[config.mk]
export PLATFORM = sky130hd
export DESIGN_NAME = mul_ctrl
export DESIGN_NICKNAME = d
export VERILOG_FILES = /design/src/rtl/mul_ctrl.sv
export SDC_FILE = /design/constraint.sdc
export NUM_CORES = 1
export LEC_CHECK = 0
export CAP_MARGIN = 30
export CORE_AREA = 3 3 205 207
export CTS_BUF_LIST = sky130_fd_sc_hd__clkbuf_2
export CTS_CLUSTER_SIZE = 20
export DETAILED_ROUTE_END_ITERATION = 10
export DIE_AREA = 0 0 208 210
export GPL_TIMING_DRIVEN = 1
export PLACE_DENSITY_LB_ADDON = 0.15
export SYNTH_ARGS = -nofsm -noshare
export SYNTH_HDL_FRONTEND = slang
export SYNTH_SLANG_ARGS = --single-unit
[constraint.sdc]
create_clock -name clk -period 2 [get_ports clk]
set_clock_uncertainty 0.15 [all_clocks]
set_input_delay 0.4 -clock clk [delete_from_list [all_inputs] [get_ports clk]]
set_output_delay 0.4 -clock clk [all_outputs]
set_load 0.02 [all_outputs]
[src/rtl/mul_ctrl.sv]
// rtl/mul_ctrl.sv - sequencing front end for the radix-2 Booth multiplier datapath
module mul_ctrl #(
  parameter int WIDTH = 64,
  parameter int STEPS = 64
) (
  input  logic                 clk,
  input  logic                 reset,
  input  logic                 op_clear,
  input  logic                 in_valid,
  output logic                 in_ready,
  input  logic [WIDTH-1:0]     in_multiplier,
  input  logic [WIDTH-1:0]     in_multiplicand,
  output logic [1:0]           dp_state,
  output logic [6:0]           dp_counter,
  output logic [WIDTH-1:0]     dp_multiplier,
  output logic [WIDTH-1:0]     dp_multiplicand,
  input  logic                 dp_op_done,
  input  logic [2*WIDTH-1:0]   dp_result,
  output logic                 out_valid,
  input  logic                 out_ready,
  output logic [2*WIDTH-1:0]   out_result,
  output logic                 busy,
  output logic                 err
);

  typedef enum logic [1:0] {
    S_IDLE = 2'd0,
    S_LOAD = 2'd1,
    S_EXEC = 2'd2,
    S_DONE = 2'd3
  } state_t;

  // Encodings the datapath understands; LOAD reuses the IDLE code so the
  // datapath seeds its accumulator from operands already held stable.
  localparam logic [1:0] DP_IDLE = 2'b00;
  localparam logic [1:0] DP_EXEC = 2'b01;
  localparam logic [1:0] DP_DONE = 2'b10;
  localparam logic [6:0] STEPS_C = 7'(STEPS);

  state_t             state, state_nx;
  logic [1:0]         dp_state_nx;
  logic [6:0]         dp_counter_nx;
  logic [WIDTH-1:0]   dp_multiplier_nx, dp_multiplicand_nx;
  logic               out_valid_nx;
  logic [2*WIDTH-1:0] out_result_nx;
  logic               err_nx;

  // Handshake decodes come straight from the FSM state.
  assign in_ready = (state == S_IDLE);
  assign busy     = (state != S_IDLE);

  // State register and all registered outputs; reset restores idle values.
  always_ff @(posedge clk) begin
    if (reset) begin
      state           <= S_IDLE;
      dp_state        <= DP_IDLE;
      dp_counter      <= 7'd0;
      dp_multiplier   <= '0;
      dp_multiplicand <= '0;
      out_valid       <= 1'b0;
      out_result      <= '0;
      err             <= 1'b0;
    end else begin
      state           <= state_nx;
      dp_state        <= dp_state_nx;
      dp_counter      <= dp_counter_nx;
      dp_multiplier   <= dp_multiplier_nx;
      dp_multiplicand <= dp_multiplicand_nx;
      out_valid       <= out_valid_nx;
      out_result      <= out_result_nx;
      err             <= err_nx;
    end
  end

  // Next-state and next-output decode; op_clear overrides every handshake.
  always_comb begin
    state_nx           = state;
    dp_state_nx        = dp_state;
    dp_counter_nx      = dp_counter;
    dp_multiplier_nx   = dp_multiplier;
    dp_multiplicand_nx = dp_multiplicand;
    out_valid_nx       = out_valid;
    out_result_nx      = out_result;
    err_nx             = err;

    if (op_clear) begin
      state_nx      = S_IDLE;
      dp_state_nx   = DP_IDLE;
      dp_counter_nx = 7'd0;
      out_valid_nx  = 1'b0;
    end else begin
      case (state)
        S_IDLE: begin
          if (in_valid) begin
            dp_multiplier_nx   = in_multiplier;
            dp_multiplicand_nx = in_multiplicand;
            dp_counter_nx      = 7'd0;
            dp_state_nx        = DP_IDLE;
            state_nx           = S_LOAD;
          end
        end
        S_LOAD: begin
          dp_counter_nx = 7'd0;
          dp_state_nx   = DP_EXEC;
          state_nx      = S_EXEC;
        end
        S_EXEC: begin
          if (dp_counter < STEPS_C) begin
            dp_counter_nx = dp_counter + 7'd1;
          end else begin
            // Final iteration: product is ready; a missing done flag is a
            // protocol error but the result is still handed downstream.
            out_result_nx = dp_result;
            out_valid_nx  = 1'b1;
            dp_state_nx   = DP_DONE;
            state_nx      = S_DONE;
            if (!dp_op_done) begin
              err_nx = 1'b1;
            end
          end
        end
        S_DONE: begin
          if (out_ready) begin
            out_valid_nx  = 1'b0;
            dp_counter_nx = 7'd0;
            dp_state_nx   = DP_IDLE;
            state_nx      = S_IDLE;
          end
        end
        default: begin
          state_nx    = S_IDLE;
          dp_state_nx = DP_IDLE;
        end
      endcase
    end
  end

endmodule

**After elaboration in Yosys (flattened, before gate mapping)**

Index checks and enable logic that the tools add are counted.

- Reductions and logical operators: 10
- Add/sub/neg operators: 1
- Equality and inequality tests: 7
- Multiplexer cells: 14
- Order comparisons: 1
- Bitwise logic cells: 3

Operators with widths:

| kind | count |
|---|---|
| $pmux 7 s4 | 1 |
| $mux 7 | 3 |
| $pmux 2 s4 | 2 |
| $reduce_and 3->1 | 5 |
| $mux 2 | 5 |
| $ne 2x2->1 const B | 4 |
| $add 7x1->7 const B | 1 |
| $lt 7x7->1 const B | 1 |
| $eq 2x2->1 const B | 2 |
| $reduce_and 4->1 | 1 |
| $reduce_bool 2->1 | 2 |
| $not 1->1 | 3 |
| $eq 2x1->1 const B | 1 |
| $logic_not 2->1 | 1 |
| $mux 1 | 2 |
| $pmux 1 s2 | 1 |
| $reduce_or 2->1 | 1 |

- Bits in registers: 269
- Output and inout bits: 269
- Bits of input ports: 262

**Longest topological paths before layout**

Gate-level depths: netlist of the first run.

- Depth after elaboration: 3
- Depth in mapped cells: 8
- Mapped depth without buffers: 6

**Worst setup path after synthesis of the first run**

Ideal clock, no wire load.

- Kind: reg2reg
- Start point: register state[0]
- End point: register dp_counter[5]
- Path buffers: 0
- Setup slack: 0.135 ns
- Data arrival time: 1.644 ns
- Stages on the path, launching flop included: 7
- Period minus slack after synthesis: 1.865 ns
- Required time: 1.779 ns
- Cells stage by stage: dfxtp_1 -> inv_1 -> ha_1 -> or2b_2 -> nand3_2 -> or4_1 -> a21oi_1

- Word-level cells in the longest chain between the ends: 3
- Elaborated cells on any way between the ends: 9
- Classes of those cells: eq/ne: 6; mux: 1; reduce/logical: 2

RTL lines:

| element | line | RTL |
|---|---|---|
| start, declared | 40 | `state_t state, state_nx;` |
| start signal, assigned | 64 | `state <= state_nx;` |
| $logic_not 2->1 (*) | n/a |  |
| via in_ready | 10 | `output logic in_ready,` |
| $ne 2x2->1 (no source line) | n/a |  |
| $reduce_and 3->1 (no source line) | n/a |  |
| end signal, assigned | 66 | `dp_counter <= dp_counter_nx;` |
| end, declared | 14 | `output logic [6:0] dp_counter,` |

The timed path passes the listed nets; every way through them passes the cells marked *.
A chain may end at the register's enable or synchronous reset.

**Worst setup path after layout of the first run**

- Start point: register state[0]
- End point: output port in_ready

- Word-level cells in the longest chain between the ends: 1

RTL lines:

| element | line | RTL |
|---|---|---|
| $logic_not 2->1 | 49 | `assign in_ready = (state == S_IDLE);` |
| end, declared | 10 |  |

Every way passes these cells.

==> metrics list, run 1 <==
- Area of the multi-input gates: 3662 µm²
- The share of synthesized area in the top cell type comes to 0.5696.
- The floorplan step set the die height to approximately 210 µm.
* Power density of the placed cells: 580.4 nW/µm²
- The longest clock path from root to sink contains 3 buffers.
* Full die area: ~44000 µm²
- From synthesis to final layout, the design area changed by 112.3%.
- At the end of routability-driven placement, the weighted congestion stood at between 0.8 and 0.9.
* MaxCap Viol Count: 0
- After clock tree synthesis, the clock-pin slew on the worst setup and hold paths is 0.10 ns.
- Layout filler cell count: about 3800
- Post-Syn Area per Cell: 7.945 µm²
- Port buffer count: 530
- Dividing the detail-routed wire length by the instance count gives 16.07 µm.
- The worst hold path belongs to the class reg -> reg.
- The initial antenna violation count came to 1.
- Core ar.: 40550 µm²
- Derived from the worst setup path, the maximum achievable clock frequency is 0.4621 GHz.
* Synthesized cell area: 9454 µm²
- Proportion of synthesized flip-flops having asynchronous set or reset: 0
- At the worst endpoint, the arrival time is 1.61 ns.
- After detailed routing, the number of vias per cell comes to 4.305.
- PnR worst setup slack: -0.1639 ns
- Root Driver: sky130_fd_sc_hd__clkbuf_2
- For this run, design rule violations remaining after detail routing come to 0.
- Fin area: ~20000 µm²
* Number of max-slew violations in the final report: 0
- Post-detailed-placement cell area: 15690 µm²
- Across all layers, the routed design uses ~11000 vias.
- FF/Latch Area: 5737 µm²
- Post-synth EDFFs: 0
- The final-report hold violation count came to 0.
* Count of mapped cells out of synthesis: 1190
* Initial DRC Count: 476
- Pwr Total: 11.65 mW
* Global-route total usage across every layer: 0.1842
- STA classifies the critical path startpoint as a flop.
* Inserted Clock Buffers: 78
* Number of distinct library cells after synthesis: 32
* HPWL reported at the end of detailed placement: 29010 µm
- For this run the aggregate overflow at the end of global routing stands at 0.
- Floorplan row count: between 70 and 80
* Pin slew with the least headroom to its limit: 0.4540 ns
* Final-layout setup total negative slack: -0.3268 ns
- Worst setup path category: reg -> out
* Part of the total power dissipated in the clock network: 0.350
* Wire length after detailed routing: between 40000 and 50000 µm
- In this run the count of I/O pins placed on the die edge is 531.
- Initial Util: 0.2331
* CP Capture Type: output pin
* IR Drop Worst-Case VDD: 352.6 µV
- The share of total power dissipated in sequential elements is 0.480.
- The share of the Yosys chip area taken by registers is 0.5696.
* Headroom to the max-slew limit: 0.6967
- Worst skew pair latency: 0.89 ns
- Of the cells placed in the final design, the portion with a size suffix greater than 1 is 0.3667.
* Share of the clock period used by the worst path after layout: 1.082
- Pin count of the biggest net entering global routing: 70
- TritonCTS clock tree: yes
- Synth Flop Type: sky130_fd_sc_hd__dfxtp_1
- Leading post-synthesis cells by cell area: sky130_fd_sc_hd__dfxtp_1 (57%), sky130_fd_sc_hd__nand2_1 (20%), sky130_fd_sc_hd__a21oi_1 (14%)
- For the worst setup path, the data required time is 1.45 ns.
* Switching Fraction: 0.2821
* Internal power contribution: 8.363 mW
* DIE WIDTH: 208 µm
- In the final design database the tool counted 2350 nets.
* Global-route wire length before repair: between 60000 and 70000 µm
- Sw Pwr: 3.286 mW
- Relative contribution of combinational cells to total power: 0.170
- The via count of the first global-routing pass is 11870.
* Status: complete, but fails checks
- Unrepaired setup endpoints after global routing: true
- The final reports fail on negative setup slack.
- Post-layout utilization of the core: 0.4950
- Total of warnings raised by yosys: 0
* First-pass detailed-route iteration total: 4
* Worst hold slack across all endpoints: about 0.31 ns
- Sinks on Clock Net: 269
- Final critical-path required period: 2.164 ns
* Leakage component of the power: 8.085 nW
- Net Count, Synth: between 1000 and 1500
* Number of synthesized register bits: 269
* Finish-stage setup viols: 2
- The largest total area in the synthesized netlist belongs to sky130_fd_sc_hd__dfxtp_1.
* H-tree depth: 3
- The count of nets left with antenna violations once routing finished came out at 0.
* Largest fanout of any net on the critical path: 3
[sequential cells by signal, indices dropped and copies added, names as in the netlist]
name             flops
dp_state             2
out_result         128
dp_multiplicand     64
dp_counter           7
out_valid            1
dp_multiplier       64
state                2
err                  1
[area by class of cell]
| type | count | share of cell area |
|---|---|---|
| Timing Repair Buffer | 897 | 0.4637 |
| Sequential cell | 269 | 0.2858 |
| Multi-Input combinational cell | 831 | 0.1824 |
| Tap cell | 532 | 0.03316 |
| Clock buffer | 115 | 0.02867 |
| Clock inverter | 19 | 0.005111 |
| Inverter | 4 | 0.0008727 |
| Antenna cell | 2 | 0.0002493 |
[layout by cell type (no fill, tap or decap), types with 2 or more instances in the layout]
| master | n |
|---|---|
| sky130_fd_sc_hd__buf_6 | 268 |
| sky130_fd_sc_hd__dfxtp_4 | 6 |
| sky130_fd_sc_hd__or4_1 | 2 |
| sky130_fd_sc_hd__clkinv_1 | 11 |
| sky130_fd_sc_hd__mux2i_1 | 3 |
| sky130_fd_sc_hd__clkbuf_2 | 115 |
| sky130_fd_sc_hd__buf_12 | 21 |
| sky130_fd_sc_hd__clkinv_2 | 4 |
| sky130_fd_sc_hd__inv_2 | 5 |
| sky130_fd_sc_hd__clkdlybuf4s50_1 | 260 |
| sky130_fd_sc_hd__nor2b_1 | 2 |
| sky130_fd_sc_hd__o31ai_1 | 3 |
| sky130_fd_sc_hd__buf_4 | 88 |
| sky130_fd_sc_hd__diode_2 | 2 |
| sky130_fd_sc_hd__ha_1 | 6 |
| sky130_fd_sc_hd__nand4_1 | 2 |
| sky130_fd_sc_hd__nand2_1 | 515 |
| sky130_fd_sc_hd__a21oi_1 | 260 |
| sky130_fd_sc_hd__dfxtp_2 | 263 |
| sky130_fd_sc_hd__dlygate4sd3_1 | 259 |
| sky130_fd_sc_hd__nor2_4 | 2 |
| sky130_fd_sc_hd__nor2_1 | 16 |
[logic make-up after synthesis]
group                      count (synthesis)  share of synthesized area
DFF                                      269                     0.5696
xor gates and xnor gates                   2                   0.001853
buffers and inverters                     90                    0.04619
AOI/OAI and AO/OA                        266                     0.1427
muxes                                      3                   0.003176
and+or+nand+nor                          553                     0.2272
adders and majority gates                  7                   0.009264
[through the flow]
stage	std cells	worst slack, ns
after global routing	2669	-0.3307
after floorplan	1190	0.1355
after CTS	2634	-0.3558
final	2669	-0.1639
after detailed placement	2220	-0.04860
after global placement	2220	-0.02936
[power by group through the flow]
stage               Clock (mW)  Combinational, mW  Sequential, mW
finish                    4.08               1.98            5.59
global placement             0               1.48            5.67
detailed placement           0               1.47            5.67
global route              4.58               2.11            5.60
CTS                       4.32               1.96            5.59
floorplan                    0              0.343            5.82
[repair_timing]
item,in CTS,in global routing
endpoints found under the hold margin,269,0
setup buffers,21,33
resized for setup,1927,2
endpoints found under the setup margin,269,260
pin swaps,1,0
hold buffers,259,0
[cell usage after synthesis (2+ instances only)]
cell and instances:
sky130_fd_sc_hd__nand2_1 515, sky130_fd_sc_hd__dfxtp_1 269, sky130_fd_sc_hd__a21oi_1 260, sky130_fd_sc_hd__buf_2 43, sky130_fd_sc_hd__clkbuf_1 31, sky130_fd_sc_hd__nor2_1 18
sky130_fd_sc_hd__buf_4 12, sky130_fd_sc_hd__ha_1 7, sky130_fd_sc_hd__inv_1 4, sky130_fd_sc_hd__mux2i_1 3, sky130_fd_sc_hd__o31ai_1 3, sky130_fd_sc_hd__nand4_1 2
sky130_fd_sc_hd__nor2b_1 2, sky130_fd_sc_hd__or2_2 2, sky130_fd_sc_hd__or4_1 2
[routing by layer]
layer,vias up,GRT usage,share of wire
met4,0,0.08300,0.034
met5,-,0,0
met2,410,0.3153,0.49
met3,97,0.05447,0.073
met1,5326,0.2141,0.40
li1,5656,-,-
[critical path, stage by stage, from the launching register on]
cell and delay (ns):
sky130_fd_sc_hd__dfxtp_2 0.37, sky130_fd_sc_hd__inv_4 0.05, sky130_fd_sc_hd__ha_4 0.17, sky130_fd_sc_hd__buf_4 0.16
[final timing paths]
check | from | end | slack (ns) | cells after the start
hold / removal | dp_multiplicand[44] | dp_multiplicand[44] | 0.31 | 2
hold reg to reg | dp_multiplicand[44] | dp_multiplicand[44] | 0.31 | 2
setup reg to reg | state[0] | dp_state[0] | 0.07 | 8
setup / recovery | state[0] | in_ready | -0.16 | 3
Power figures use the tool's default switching activity.
==> inputs of run 2 (changes only) <==
MAX_ROUTING_LAYER = met4   (was not set)
==> metrics list, run 2 (synthesis gave the netlist of run 1 again) <==
* R2r startpoint: state[0]
* Root Driver: sky130_fd_sc_hd__clkbuf_2
- The placed wire-length estimate after detailed placement is 29010 µm (unchanged).
- IR Drop Worst-Case VDD: 353.9 µV (+0.35%)
- CP Capture Type: output pin
- Post-Place Cells: 2220 (unchanged)
- Worst setup path category: reg -> out
* Layout filler cell count: 3848 (unchanged)
- DIE WIDTH: 208 µm (unchanged)
* Global-route total usage across every layer: 0.1898 (+0.005651)
- Drt wl/cell: 16.08 µm (about the same)
- The relative area change from synthesis to final layout was 112.3% (unchanged).
- The depth of the worst register-to-register path is 8 (unchanged).
- The port buffer count was 530 (unchanged).
* Number of antenna violations at the first check in global routing: 1 (unchanged)
- Pwr Total: 11.66 mW (about the same)
- The data required time of the critical path is 1.45 ns (about the same).
- Longest individual stage delay on the worst path: 0.37 ns (about the same)
- Failing checks: negative setup slack
- Walking the worst path, the cells encountered are inv_4 -> ha_4 -> buf_4.
- Unrepaired setup endpoints after global routing: true
- More flip-flops sit in one register than any other, and that register is out_result.
- The power density over cell area came to 580.7 nW/µm² (about the same).
- First-pass detailed-route iteration total: 6 (+2)
* Number of remaining DRC errors: 0 (unchanged)
* Vias in the first global route: 11880 (+0.067%)
- Layout cells sized above 1: 0.3667 (unchanged)
- Number of failing hold endpoints at the final stage: 0 (unchanged)
- Endpoint of the most critical register-to-register path: dp_state[0]
- Pin slew with the least headroom to its limit: 0.4569 ns (+0.002834 ns)
* Worst min path class: reg -> reg
- H-tree depth: 3 (unchanged)
* Most common cell after layout, fill and taps aside: sky130_fd_sc_hd__nand2_1
- The die area was 43680 µm² (unchanged).
* GR Overflow Total: 0 (unchanged)
* Initial DRC Count: 560 (+18%)
- The relative slew slack came to 0.6948 (-0.001893).
- The data arrival time at the worst-slack endpoint is 1.62 ns (about the same).
- The number of max-slew violations in the final report was 0 (unchanged).
- The internal reg-to-reg setup slack came to 0.07 ns (about the same).
* Crit path launch type: flop
- Via/cell ratio: 4.290 (-0.34%)
* Largest fanout of any net on the critical path: 3 (unchanged)
- Share of the clock period used by the worst path after layout: 1.084 (+0.002092)
- Inserted Clock Buffers: 78 (unchanged)
- Post-detailed-route count of antenna-violating nets: 0 (unchanged)
- Sinks on Clock Net: 269 (unchanged)
- The maximum root-to-sink buffer count was 3 (unchanged).
- Worst setup timing slack at the placement stage: -0.04860 ns (unchanged)
* Floorplan row count: 74 (unchanged)
- The final-report setup violation count came to 2 (unchanged).
* I/O pin count: 531 (unchanged)
* FF/Latch Area: 5737 µm² (unchanged)
- The wire length of the first global-routing pass is 64380 µm (-0.14%).
* Pin count of the biggest net entering global routing: 70 (unchanged)
- Core ar.: 40550 µm² (unchanged)
* Most used cells in the layout excluding fill and tap cells: sky130_fd_sc_hd__nand2_1 (515), sky130_fd_sc_hd__buf_6 (268), sky130_fd_sc_hd__dfxtp_2 (263), sky130_fd_sc_hd__a21oi_1 (260), sky130_fd_sc_hd__clkdlybuf4s50_1 (260)
- The utilization of the core after routing came to 0.4950 (unchanged).
- The post-route non-filler standard cell count came to 2669 (unchanged).
- MaxCap Viol Count: 0 (unchanged)
* Overall via count from detail_route: 11450 (-0.34%)
- In this run the most critical hold path is launched from dp_multiplicand[44].
* Clock edge transition at the registers on the reported setup and hold paths: 0.10 ns (about the same)
- Area of the multi-input gates: 3662 µm² (unchanged)
- Count of cells along the worst hold path: 2 (unchanged)
* PnR worst setup slack: -0.1681 ns (-0.004184 ns)
- TritonCTS built the clock tree.
- For hold timing, the worst endpoint is dp_multiplicand[44].
- The time the worst path needs with I/O delays and setup is 2.168 ns (+0.004184 ns).
* Standard cell with the maximum stage delay on the critical path: sky130_fd_sc_hd__dfxtp_2
- The layout net count came to 2350 (unchanged).
- Highest clock rate: 0.4612 GHz (-0.19%)
* Wire length after detailed routing: 42910 µm (about the same)
* Number of flip-flops under the largest register name: 128 (unchanged)
- Worst skew pair latency: 0.89 ns (about the same)
- The effective utilization at floorplan was 0.2331 (unchanged).
- The vertical extent of the die was 210 µm (unchanged).
- The final weighted congestion in routability-driven placement is 0.8124 (+1.4%).
* Status: complete, but fails checks
- In the final layout, the registers with the most flip-flops are out_result x128, dp_multiplicand x64, dp_multiplier x64.
- The static power due to leakage is 8.085 nW (unchanged).
[run 2: cell counts in the layout (fill, tap and decap cells not counted)]
Identical to the previous run, type by type.
[run 2: worst max-delay path by stage]
stage | start | to | slack (ns)
detailed placement | in_valid | dp_multiplier[31] | -0.05
global route | state[0] | busy | -0.33
finish | state[0] | in_ready | -0.17
CTS | state[0] | in_ready | -0.36
floorplan | state[0] | dp_counter[5] | 0.14
global placement | in_valid | dp_counter[5] | -0.03
[run 2: area by class of cell]
class	count	area share
Antenna cell	2	0.0002493
Clock buffer	115	0.02867
Clock inverter	19	0.005111
Inverter	4	0.0008727
Multi-Input combinational cell	831	0.1824
Sequential cell	269	0.2858
Tap cell	532	0.03316
Timing Repair Buffer	897	0.4637
[run 2: stage by stage]
step / cell area, µm² / hold slack, ns / setup TNS, ns
4_1_cts: 19820 / 0.1538 / -23.80
5_1_grt: 20070 / 0.2224 / -14.14
3_3_place_gp: 15690 / 0.2906 / -1.105
2_1_floorplan: 9454 / 0.3580 / 0
6_report: 20070 / 0.3125 / -0.3360
3_5_place_dp: 15690 / 0.2959 / -2.413
[run 2: repair_timing]
item,in CTS,in global routing
pin swaps,1,0
hold endpoints to repair,269,0
setup endpoints to repair,269,260
setup buffers,21,33
hold buffers,259,0
resized for setup,1927,2
[run 2: worst max-delay path: cells and delay by family, from the launching register on]
| kind | cells | cell delay, ns |
|---|---|---|
| adders and majority gates | 1 | 0.18 |
| DFF | 1 | 0.37 |
| buffers and inverters | 2 | 0.21 |
[run 2: power breakdown]
part | total [mW] | switching, mW | leakage (nW) | internal [mW]
sequential | 5.59 | 0.0930 | 2.31 | 5.50
combinational | 1.98 | 0.764 | 5.24 | 1.22
clock | 4.09 | 2.44 | 0.537 | 1.65
total | 11.7 | 3.29 | 8.08 | 8.36
[run 2: layer usage]
layer | global-route usage | part of all wire | wire [µm] | vias to the layer above
li1 | - | - | - | 5655
met1 | 0.2162 | 0.41 | 17530 | 5303
met2 | 0.3150 | 0.49 | 21060 | 394
met3 | 0.05075 | 0.066 | 2850 | 98
met4 | 0.08440 | 0.034 | 1476 | 0
met5 | - | 0 | 0 | -
==> inputs of run 3 (changes only) <==
CORE_AREA = 2 2 204 206   (was 3 3 205 207)
DIE_AREA = 0 0 206 208   (was 0 0 208 210)
GPL_TIMING_DRIVEN = 0   (was 1)
==> metrics list, run 3 (synthesis gave the netlist of run 1 again) <==
* Status: complete, but fails checks
- The checks that failed: negative setup slack.
- TritonCTS built the clock tree.
- Clock edge transition at the registers on the reported setup and hold paths: 0.09 ns (about the same)
- The number of flip-flops in the largest register came to 128 (unchanged).
* Final-layout setup total negative slack: -0.5105 ns (-0.1745 ns)
- The critical path ends at busy.
- Critical Path RT: 1.45 ns (about the same)
- In this run the worst setup path begins at state[1].
- The worst setup path is launched from a flop.
- HPWL reported at the end of detailed placement: 30770 µm (+6.1%)
- Headroom to the max-slew limit: 0.4318 (-0.2630)
- The post-detailed-route via-to-cell ratio is 4.251 (-0.90%).
* Largest register by flop count: out_result
* IR Drop Worst-Case VDD: 386.2 µV (+9.1%)
- The maximum root-to-sink buffer count came to 3 (unchanged).
- From synthesis to final layout, the design area changed by 110.6%.
* Pin slew with the least headroom to its limit: 0.8523 ns (+0.3954 ns)
* Final layout net count: 2387 (+1.6%)
- Inserted Clock Buffers: 79 (+1.3%)
* CP Capture Type: output pin
* Worst setup path category: reg -> out
* Number of max-slew violations in the final report: 0 (unchanged)
- The maximum number of pins on one net before global-route repair came to 11 (-84%).
- The count of standard-cell rows was 74 (unchanged).
- The vertical extent of the die came to 208 µm (-0.95%).
* Finish-stage setup viols: 3 (+1)
- Layout cells sized above 1: 0.3634 (-0.003359)
- The startpoint identified for the worst hold timing path is op_clear.
* Wire length after detailed routing: 43820 µm (+2.1%)
- The static power due to leakage was 8.040 nW (-0.55%).
- DIE WIDTH: 206 µm (-0.96%)
- Worst setup timing slack at the placement stage: -0.5553 ns (-0.5067 ns)
- Routability congestion estimate: 0.8103 (-0.26%)
* Full die area: 42850 µm² (-1.9%)
- Pwr Total: 11.70 mW (+0.38%)
* Highest clock rate: 0.4422 GHz (-4.1%)
- met2 is the most crowded layer.
- Final critical-path required period: 2.261 ns (+0.09337 ns)
- The wire length of the first global-routing pass is 64950 µm (+0.89%).
- PnR worst setup slack: -0.2615 ns (-0.09337 ns)
* Power density of the placed cells: 587.5 nW/µm² (+1.2%)
- The startpoint identified for the worst register-to-register timing path is state[1].
- The largest registers in the layout are out_result x128, dp_multiplicand x64, dp_multiplier x64.
- Number of remaining DRC errors: 0 (unchanged)
* GR Overflow Total: 0 (unchanged)
- Port buffer count: 529 (-0.19%)
- Post-detailed-route count of antenna-violating nets: 0 (unchanged)
* Slack of the worst reg-to-reg path: 0.03 ns (-0.04 ns)
- Core ar.: 40550 µm² (unchanged)
* Worst hold slack across all endpoints: 0.2852 ns (-0.02724 ns)
- Worst skew pair latency: 0.94 ns (+0.05 ns)
- The period utilization is 1.131 (+0.04668).
- The depth of the worst register-to-register path is 8 (unchanged).
- Number of antenna violations at the first check in global routing: 3 (+2)
* H-tree depth: 3 (unchanged)
- The count of vias placed by the detailed router is 11530 (+0.66%).
* Met2 usage: 0.3426 (+0.02760)
- Most common cell after layout, fill and taps aside: sky130_fd_sc_hd__nand2_1
* Global-route total usage across every layer: 0.2022 (+0.01235)
* Initial DRC Count: 395 (-29%)
- The global routing met3 resource utilization was 0.06344 (+0.01269).
* Arrival time worst endpoint: 1.71 ns (+0.09 ns)
- The average routed wire per standard cell came to 16.16 µm (+0.53%).
- The met1 usage is 0.2187 (+0.002495).
- First-pass detailed-route iteration total: 4 (-2)
* Endpoint of the most critical register-to-register path: out_result[38]
* Initial Util: 0.2331 (unchanged)
- The utilization of the core after routing was 0.4910 (-0.003949).
- Sinks on Clock Net: 269 (unchanged)
* Largest fanout of any net on the critical path: 5 (+2)
* Number of failing hold endpoints at the final stage: 0 (unchanged)
* Root Driver: sky130_fd_sc_hd__clkbuf_2
- Unrepaired setup endpoints after global routing: true
* Worst min path class: in -> reg
- The filler cell count in the final layout was 3925 (+2.0%).
- The I/O pin total came to 531 (unchanged).
* MaxCap Viol Count: 0 (unchanged)
* Vias in the first global route: 11730 (-1.2%)
- The library cells used most frequently in the layout, excluding fill and tap cells, are sky130_fd_sc_hd__nand2_1 (515), sky130_fd_sc_hd__buf_6 (270), sky130_fd_sc_hd__dfxtp_2 (264).
[run 3: cell types whose count changed in the layout (fill, tap and decap cells not counted), sizes merged]
cell,delta
buf,-7
dlygate4sd3,+1
diode,+3
clkinv,-4
clkbuf,+49
[run 3: worst max-delay path, stage by stage (launching register included)]
cell,delay (ns)
sky130_fd_sc_hd__dfxtp_2,0.33
sky130_fd_sc_hd__inv_2,0.07
sky130_fd_sc_hd__ha_4,0.19
sky130_fd_sc_hd__inv_2,0.05
sky130_fd_sc_hd__buf_6,0.12
[run 3: through the flow]
step                      area (µm²)  instances
after floorplan                 9454       1190
after global placement         15410       2251
after detailed placement       15410       2251
after CTS                      19580       2670
after global routing           19910       2711
final                          19910       2711
[run 3: what timing repair did]
action                     4_1_cts  5_1_grt
resized for setup             1939       21
pin swaps                        1        0
gates cloned                     0        0
setup endpoints to repair      420      482
hold buffers                   260        0
setup buffers                   22       37
hold endpoints to repair       263        0
[run 3: worst min-delay path by stage]
stage                        end  cells past startpoint
3_3_place_gp   dp_multiplier[35]                      2
4_1_cts        dp_multiplier[32]                      6
3_5_place_dp    dp_multiplier[3]                      2
2_1_floorplan           state[0]                      2
5_1_grt            dp_counter[2]                      4
6_report           dp_counter[4]                      4
[run 3: layout make-up]
type,instances,area [µm²],area share
sequential,269,5734,0.2880
clock inverter,15,82.58,0.004147
multi-input combinational,831,3652,0.1834
clock buffer,122,610.6,0.03066
tap,532,665.6,0.03343
timing repair buffer,848,8673,0.4356
buffer,85,466.7,0.02344
inverter,4,15.01,0.0007540
antenna,5,12.51,0.0006283
[run 3: report_power, final]
part	internal [mW]	switching [mW]
clock network	1.72	2.45
registers	5.50	0.0902
logic	1.17	0.769
[run 3: per-layer routing]
metal,up-vias,part of all wire
met3,79,0.073
met2,380,0.50
met1,5312,0.40
met4,0,0.031
met5,-,0
li1,5754,-
